**config.mk**
```make
export PLATFORM = sky130hd
export DESIGN_NAME = w_wb_arbiter_flat
export DESIGN_NICKNAME = d
export VERILOG_FILES = /design/src/rtl/w_wb_arbiter_if.sv /design/src/rtl/w_wb_arbiter.sv /design/src/flat_wrapper.sv
export SDC_FILE = /design/constraint.sdc
export NUM_CORES = 1
export LEC_CHECK = 0
export BUFFER_PORTS_ARGS = -buffer_cell sky130_fd_sc_hd__buf_2
export CAP_MARGIN = 20
export CORE_ASPECT_RATIO = 1.4
export CORE_MARGIN = 2
export CORE_UTILIZATION = 45
export DETAILED_ROUTE_END_ITERATION = 8
export GPL_TIMING_DRIVEN = 0
export HOLD_SLACK_MARGIN = 0.1
export MAX_ROUTING_LAYER = met4
export PLACE_DENSITY_LB_ADDON = 0.2
export SLEW_MARGIN = 10
export SYNTH_ARGS = -nofsm -noshare
export SYNTH_HDL_FRONTEND = slang
export SYNTH_SLANG_ARGS = --single-unit
```
**constraint.sdc**
```tcl
create_clock -name clk -period 3 [get_ports clk]
set_input_delay 0.75 -clock clk [delete_from_list [all_inputs] [get_ports clk]]
set_output_delay 0.75 -clock clk [all_outputs]
set_load 0.01 [all_outputs]
```
**src/rtl/w_wb_arbiter_if.sv**
```systemverilog
// Write-back arbiter bus: W-stage write, late-result handshake, GRF write port,
// hazard queries and FIFO occupancy.
interface w_wb_arbiter_if #(parameter int DEPTH = 4);
  localparam int CW = $clog2(DEPTH) + 1;

  logic          pipe_we;
  logic [4:0]    pipe_addr;
  logic [31:0]   pipe_data;
  logic [31:0]   pipe_pc;

  logic          late_valid;
  logic          late_ready;
  logic [4:0]    late_addr;
  logic [31:0]   late_data;
  logic [31:0]   late_pc;

  logic          grf_we;
  logic [4:0]    grf_A3;
  logic [31:0]   grf_wd;
  logic [31:0]   grf_pc;

  logic [4:0]    pend_addr1;
  logic [4:0]    pend_addr2;
  logic          pend_hit1;
  logic          pend_hit2;

  logic [CW-1:0] count;

  modport master (
    output pipe_we, pipe_addr, pipe_data, pipe_pc,
    output late_valid, late_addr, late_data, late_pc,
    input  late_ready,
    input  grf_we, grf_A3, grf_wd, grf_pc,
    output pend_addr1, pend_addr2,
    input  pend_hit1, pend_hit2,
    input  count
  );

  modport slave (
    input  pipe_we, pipe_addr, pipe_data, pipe_pc,
    input  late_valid, late_addr, late_data, late_pc,
    output late_ready,
    output grf_we, grf_A3, grf_wd, grf_pc,
    input  pend_addr1, pend_addr2,
    output pend_hit1, pend_hit2,
    output count
  );
endinterface

```
**src/rtl/w_wb_arbiter.sv**
```systemverilog
// GRF write-port arbiter: W-stage writes win, late results wait in a small FIFO,
// and a newer pipe write squashes queued late writes to the same register.
module w_wb_arbiter #(
  parameter int DEPTH = 4
) (
  input logic           clk,
  input logic           reset,
  w_wb_arbiter_if.slave bus
);
  localparam int AW = $clog2(DEPTH);
  localparam logic [AW:0] FULL = (AW+1)'(DEPTH);

  typedef struct packed {
    logic        live;
    logic [4:0]  addr;
    logic [31:0] data;
    logic [31:0] pc;
  } ent_t;

  ent_t          q [DEPTH];
  logic [AW-1:0] head, tail;
  logic [AW:0]   cnt;

  logic          we_q;
  logic [4:0]    a3_q;
  logic [31:0]   wd_q, pc_q;

  logic          pipe_v, rdy, enq, enq_live, pop;
  logic          h1, h2;

  always_comb begin
    pipe_v   = bus.pipe_we && (bus.pipe_addr != 5'd0);
    rdy      = reset && (cnt < FULL);
    // address-0 late writes complete the handshake but never occupy a slot
    enq      = bus.late_valid && rdy && (bus.late_addr != 5'd0);
    enq_live = !(pipe_v && (bus.late_addr == bus.pipe_addr));
    pop      = !pipe_v && (cnt != '0);
  end

  // Live bits are cleared on pop, so a live entry is always an occupied one.
  always_comb begin
    h1 = we_q && (a3_q == bus.pend_addr1);
    h2 = we_q && (a3_q == bus.pend_addr2);
    for (int i = 0; i < DEPTH; i++) begin
      h1 = h1 || (q[i].live && (q[i].addr == bus.pend_addr1));
      h2 = h2 || (q[i].live && (q[i].addr == bus.pend_addr2));
    end
    h1 = h1 && (bus.pend_addr1 != 5'd0);
    h2 = h2 && (bus.pend_addr2 != 5'd0);
  end

  always_ff @(posedge clk or negedge reset) begin
    if (!reset) begin
      for (int i = 0; i < DEPTH; i++) q[i] <= '0;
      head <= '0;
      tail <= '0;
      cnt  <= '0;
      we_q <= 1'b0;
      a3_q <= '0;
      wd_q <= '0;
      pc_q <= '0;
    end else begin
      if (pipe_v) begin
        we_q <= 1'b1;
        a3_q <= bus.pipe_addr;
        wd_q <= bus.pipe_data;
        pc_q <= bus.pipe_pc;
      end else if (pop) begin
        we_q <= q[head].live;
        a3_q <= q[head].addr;
        wd_q <= q[head].data;
        pc_q <= q[head].pc;
      end else begin
        we_q <= 1'b0;
      end

      for (int i = 0; i < DEPTH; i++)
        if (pipe_v && (q[i].addr == bus.pipe_addr)) q[i].live <= 1'b0;
      if (pop) q[head].live <= 1'b0;
      // tail slot is free whenever enq is set, so this never collides with the squash above
      if (enq) q[tail] <= '{live: enq_live, addr: bus.late_addr,
                            data: bus.late_data, pc: bus.late_pc};

      head <= head + AW'(pop);
      tail <= tail + AW'(enq);
      cnt  <= cnt + (AW+1)'(enq) - (AW+1)'(pop);
    end
  end

  assign bus.late_ready = rdy;
  assign bus.grf_we     = we_q;
  assign bus.grf_A3     = a3_q;
  assign bus.grf_wd     = wd_q;
  assign bus.grf_pc     = pc_q;
  assign bus.pend_hit1  = h1;
  assign bus.pend_hit2  = h2;
  assign bus.count      = cnt;
endmodule

```
**src/flat_wrapper.sv**
```systemverilog
// flat-port wrapper written by rule: the top's interface ports become plain ports
module w_wb_arbiter_flat 
#(
  parameter int DEPTH = 4
)
  (clk, reset, bus_pipe_we, bus_pipe_addr, bus_pipe_data, bus_pipe_pc, bus_late_valid, bus_late_addr, bus_late_data, bus_late_pc, bus_late_ready, bus_grf_we, bus_grf_A3, bus_grf_wd, bus_grf_pc, bus_pend_addr1, bus_pend_addr2, bus_pend_hit1, bus_pend_hit2, bus_count);
  w_wb_arbiter_if #(.DEPTH(DEPTH)) bus_i ();
  input logic clk;
  input logic reset;
  input wire logic [$bits(bus_i.pipe_we)-1:0] bus_pipe_we;
  input wire logic [$bits(bus_i.pipe_addr)-1:0] bus_pipe_addr;
  input wire logic [$bits(bus_i.pipe_data)-1:0] bus_pipe_data;
  input wire logic [$bits(bus_i.pipe_pc)-1:0] bus_pipe_pc;
  input wire logic [$bits(bus_i.late_valid)-1:0] bus_late_valid;
  input wire logic [$bits(bus_i.late_addr)-1:0] bus_late_addr;
  input wire logic [$bits(bus_i.late_data)-1:0] bus_late_data;
  input wire logic [$bits(bus_i.late_pc)-1:0] bus_late_pc;
  output wire logic [$bits(bus_i.late_ready)-1:0] bus_late_ready;
  output wire logic [$bits(bus_i.grf_we)-1:0] bus_grf_we;
  output wire logic [$bits(bus_i.grf_A3)-1:0] bus_grf_A3;
  output wire logic [$bits(bus_i.grf_wd)-1:0] bus_grf_wd;
  output wire logic [$bits(bus_i.grf_pc)-1:0] bus_grf_pc;
  input wire logic [$bits(bus_i.pend_addr1)-1:0] bus_pend_addr1;
  input wire logic [$bits(bus_i.pend_addr2)-1:0] bus_pend_addr2;
  output wire logic [$bits(bus_i.pend_hit1)-1:0] bus_pend_hit1;
  output wire logic [$bits(bus_i.pend_hit2)-1:0] bus_pend_hit2;
  output wire logic [$bits(bus_i.count)-1:0] bus_count;
  assign bus_i.pipe_we = bus_pipe_we;
  assign bus_i.pipe_addr = bus_pipe_addr;
  assign bus_i.pipe_data = bus_pipe_data;
  assign bus_i.pipe_pc = bus_pipe_pc;
  assign bus_i.late_valid = bus_late_valid;
  assign bus_i.late_addr = bus_late_addr;
  assign bus_i.late_data = bus_late_data;
  assign bus_i.late_pc = bus_late_pc;
  assign bus_late_ready = bus_i.late_ready;
  assign bus_grf_we = bus_i.grf_we;
  assign bus_grf_A3 = bus_i.grf_A3;
  assign bus_grf_wd = bus_i.grf_wd;
  assign bus_grf_pc = bus_i.grf_pc;
  assign bus_i.pend_addr1 = bus_pend_addr1;
  assign bus_i.pend_addr2 = bus_pend_addr2;
  assign bus_pend_hit1 = bus_i.pend_hit1;
  assign bus_pend_hit2 = bus_i.pend_hit2;
  assign bus_count = bus_i.count;
  w_wb_arbiter #(.DEPTH(DEPTH)) u_core (.clk(clk), .reset(reset), .bus(bus_i));
endmodule
```
==> out/metrics.yaml <==
pwr:
  p_leak_uw: 0.009205
  power_density_nw_per_um2: 1079
  sequentialPowerShare: 0.405
  power.total_uw: 21520
  p_comb_frac: 0.370
  ir_drop_v: 0.0005339
  intPower_uw: 14670
  p_sw_uw: 6852
  p_sw_frac: 0.3184
  clkPwrFrac: 0.224
layout:
  n_fill_cell: 3240
  area_growth_pct: 18.38
  final_nets: 1633
  drive_above_1_share: 0.4451
  ff_latch_area_um2: 8934
  multi_input_comb_area_um2: 7358
  finalNonFillerCells: 1976
  finish.utilization: 0.5424
clock_network:
  cts_inserted_buffers: 37
  cts_hold_buf: 0
  cts-htree-levels: 2
  cts_tree: "built"
  ctsLongestPathBuffers: 3
  clock_latency_ns: 0.53
  cts-root-buf: "clkbuf_16"
  cts.clk_slew.worst_paths_ns: 0.06
  clock_sinks: 357
placement:
  gp_congestion: 0.9250
  io_buffers: 211
  dp_hpwl_mm: 29.25
  dpl.cell_count: 1901
global_route:
  use_met2: 0.3784
  grt_util_met1: 0.2910
  grt_first_pass_wirelength_mm: 66.41
  grt_usage: 0.2286
  grt_max_degree: 106
  grt_antenna_before_repair: 6
  grt_use_met3: 0.03470
  top_usage_layer: "met2"
  grt-ovfl-total: 0
  grt_pass1_vias: 11440
detailed_routing:
  ant_nets: 0
  first_iter_violations: 602
  drt_wl_total_mm: 42.29
  vias: 10720
  drc: 13
  first_pass_iters: 7
  wl_per_cell_um: 21.40
  vias_per_cell: 5.424
floorplan:
  core_um2: 36760
  die_h_um: 232.9
  die_w_um: 167.5
  core.rowCount: 83
  dieArea_um2: 39020
  io_pins: 228
  start_util: 0.4582
synthesis:
  syn_avg_cell_area_um2: 13.81
  yosysUniqueCellTypes: 40
  syn_nets: 1377
  yosysWarnings: 0
  synth.cell_area_um2: 16840
  ys_seq_elements: 357
  synth-seq-area-share: 0.5303
  synth_cells: 1220
critical_path:
  slowest_stage: "clkbuf_1"
  worst_setup_path_end_kind: "output pin"
  crit_start: "bus_pend_addr1[2]"
  cp_num_buf_inv: 2
  critPathMaxFanout: 6
  max_stage_delay_ns: 0.39
  cp_cell_sequence: "clkbuf_1, xor2_1, nor4_1, nand3_1, nand3_1, o22a_1, buf_2"
  rr_startpoint: "u_core.bus.count[1]$_DFF_PN0_"
  crit_family: "simple AND/OR/NAND/NOR gates"
  cpMostUsedCell: "nand3_1"
  path_class: "primary input to output pin"
  start_kind: "primary input"
  worstPathArrival_ns: 2.15
  critPathRequiredTime_ns: 2.25
timing:
  whs_ns: 0.1040
  rsz0062_at_grt: "false"
  relSlewSlack: 0.3134
  setup_violations: 0
  skew_ns: 0.01724
  worstMarginPinSlew_ns: 1.030
  clock.fmax_mhz: 344.3
  slew_viol_final: 0
  min_period_ns: 2.904
  hold_viol_final: 0
  post-route-period-util: 0.9681
min_path:
  hp-class: "primary input to async pin"
status:
  status: "finished, violations left"
  failed_checks: "design-rule violations"
run:
  cap_violations: 0
-- registers in the layout (all words and copies together), names as in the netlist --
register / count
u_core.bus.count: 3
u_core.head: 2
u_core.bus.grf_wd: 32
u_core.bus.grf_we: 1
u_core.q: 280
u_core.tail: 2
u_core.bus.grf_pc: 32
u_core.bus.grf_A3: 5
-- placed cells by master (no fill, tap or decap), types with 4 or more instances in the layout --
master / synthesis / final
buf_4: 7 / 9
clkbuf_16: 0 / 39
mux2_1: 17 / 17
dfrtp_1: 357 / 357
nor3_1: 6 / 5
mux2i_1: 7 / 7
inv_1: 5 / 5
nand2_1: 138 / 138
nor4_1: 11 / 11
nand3_1: 16 / 16
diode_2: 0 / 6
clkbuf_1: 28 / 38
ha_1: 4 / 4
xnor2_1: 23 / 23
mux2_2: 191 / 191
bufinv_16: 0 / 5
a31oi_1: 64 / 64
buf_2: 34 / 244
mux2_4: 68 / 68
clkinv_2: 0 / 4
clkbuf_8: 0 / 5
nor2_1: 66 / 65
buf_6: 18 / 18
xor2_1: 56 / 56
mux4_2: 70 / 70
o21ai_0: 6 / 6
-- area by class of cell --
| cell class | count | area share |
|---|---|---|
| buffer | 91 | 0.02798 |
| multi-input combinational | 767 | 0.3690 |
| antenna | 6 | 0.0007529 |
| timing repair buffer | 217 | 0.06023 |
| clock buffer | 55 | 0.05446 |
| sequential | 357 | 0.4480 |
| tap | 467 | 0.02930 |
| clock inverter | 11 | 0.009349 |
| inverter | 5 | 0.0009411 |
-- final timing paths --
check	endpoint	slack (ns)	cells after the start
max	bus_pend_hit1	0.1	7
min	u_core.bus.grf_wd[9]$_DFFE_PN0P_	0.10	1
max reg2reg	u_core.bus.grf_wd[23]$_DFFE_PN0P_	0.41	5
min reg2reg	u_core.q[219]$_DFFE_PN0P_	0.49	1
max in group asynchronous	u_core.bus.grf_pc[7]$_DFFE_PN0P_	1.61	3
min in group clk	u_core.q[49]$_DFFE_PN0P_	0.47	2
-- repair_timing --
action / 4_1_cts / 5_1_grt
endpoints found under the setup margin: 184 / 156
gates cloned: 1 / 0
hold endpoints to repair: 0 / 0
resized for setup: 2 / 3
setup buffers: 2 / 0
pin swaps: 1 / 0
-- kinds of logic (layout without fill, tap and decap cells) --
family / after synthesis / after routing / share of synthesized area
DFF: 357 / 357 / 0.5303
muxes: 353 / 353 / 0.2974
and+or+nand+nor: 251 / 251 / 0.06254
buffers and inverters: 96 / 379 / 0.03417
AOI/OAI and AO/OA: 79 / 79 / 0.03031
xor gates and xnor gates: 79 / 79 / 0.04108
adders and majority gates: 5 / 5 / 0.004160
other: 0 / 6 / 0
-- per-layer routing --
layer,vias up,wire length [µm]
met1,5549,18120
li1,4871,-
met2,229,21130
met4,0,1205
met3,68,1834
met5,-,0
-- power by group through the flow --
stage / Clock, µW / Sequential (µW) / Combinational [µW]
after global routing: 5150 / 9020 / 8710
final: 4830 / 8720 / 7970
after global placement: 0 / 8640 / 7920
after CTS: 4980 / 8710 / 8140
after detailed placement: 0 / 8740 / 8120
after floorplan: 0 / 8510 / 5750
-- through the flow --
step                      setup slack (ns)  setup TNS (ns)  instance area [µm²]
after global placement              -6.498        -3766.41                18490
after global routing               0.02943               0                19940
final                              0.09564               0                19940
after detailed placement            -1.053         -203.52                18590
after CTS                          0.05733               0                19920
after floorplan                    0.01919               0                16850
-- cells in the mapped netlist (all sizes together) --
| cell type | number | area, µm² |
|---|---|---|
| dfrtp | 357 | 8934 |
| mux2 | 276 | 3363 |
| nand2 | 138 | 518.0 |
| mux4 | 70 | 1577 |
| nor2 | 67 | 254.0 |
| a31oi | 64 | 400.4 |
| buf | 63 | 451.7 |
| xor2 | 56 | 490.5 |
| clkbuf | 28 | 105.1 |
| xnor2 | 23 | 201.4 |
| nand3 | 16 | 80.08 |
| nor4 | 12 | 81.33 |
| o21ai | 8 | 43.79 |
| mux2i | 7 | 70.07 |
| nor3 | 6 | 30.03 |
| inv | 5 | 18.77 |
| ha | 4 | 50.05 |
| or4 | 4 | 33.78 |
| nand4 | 3 | 18.77 |
| o2111ai | 2 | 17.52 |
| o22a | 2 | 17.52 |
| or3 | 2 | 12.51 |
| fa | 1 | 20.02 |
| nor2b | 1 | 6.260 |
| o211ai | 1 | 7.510 |
| o21a | 1 | 15.01 |
| o221ai | 1 | 8.760 |
| or3b | 1 | 8.760 |
| or4b | 1 | 10.01 |
-- worst reg2reg max path: stages (launching register included) --
cell	delay, ns
dfrtp_1	0.45
nor3_1	0.36
clkbuf_1	0.81
clkbuf_1	0.52
nand2_1	0.12
a31oi_1	0.24
Power figures use the tool's default switching activity.
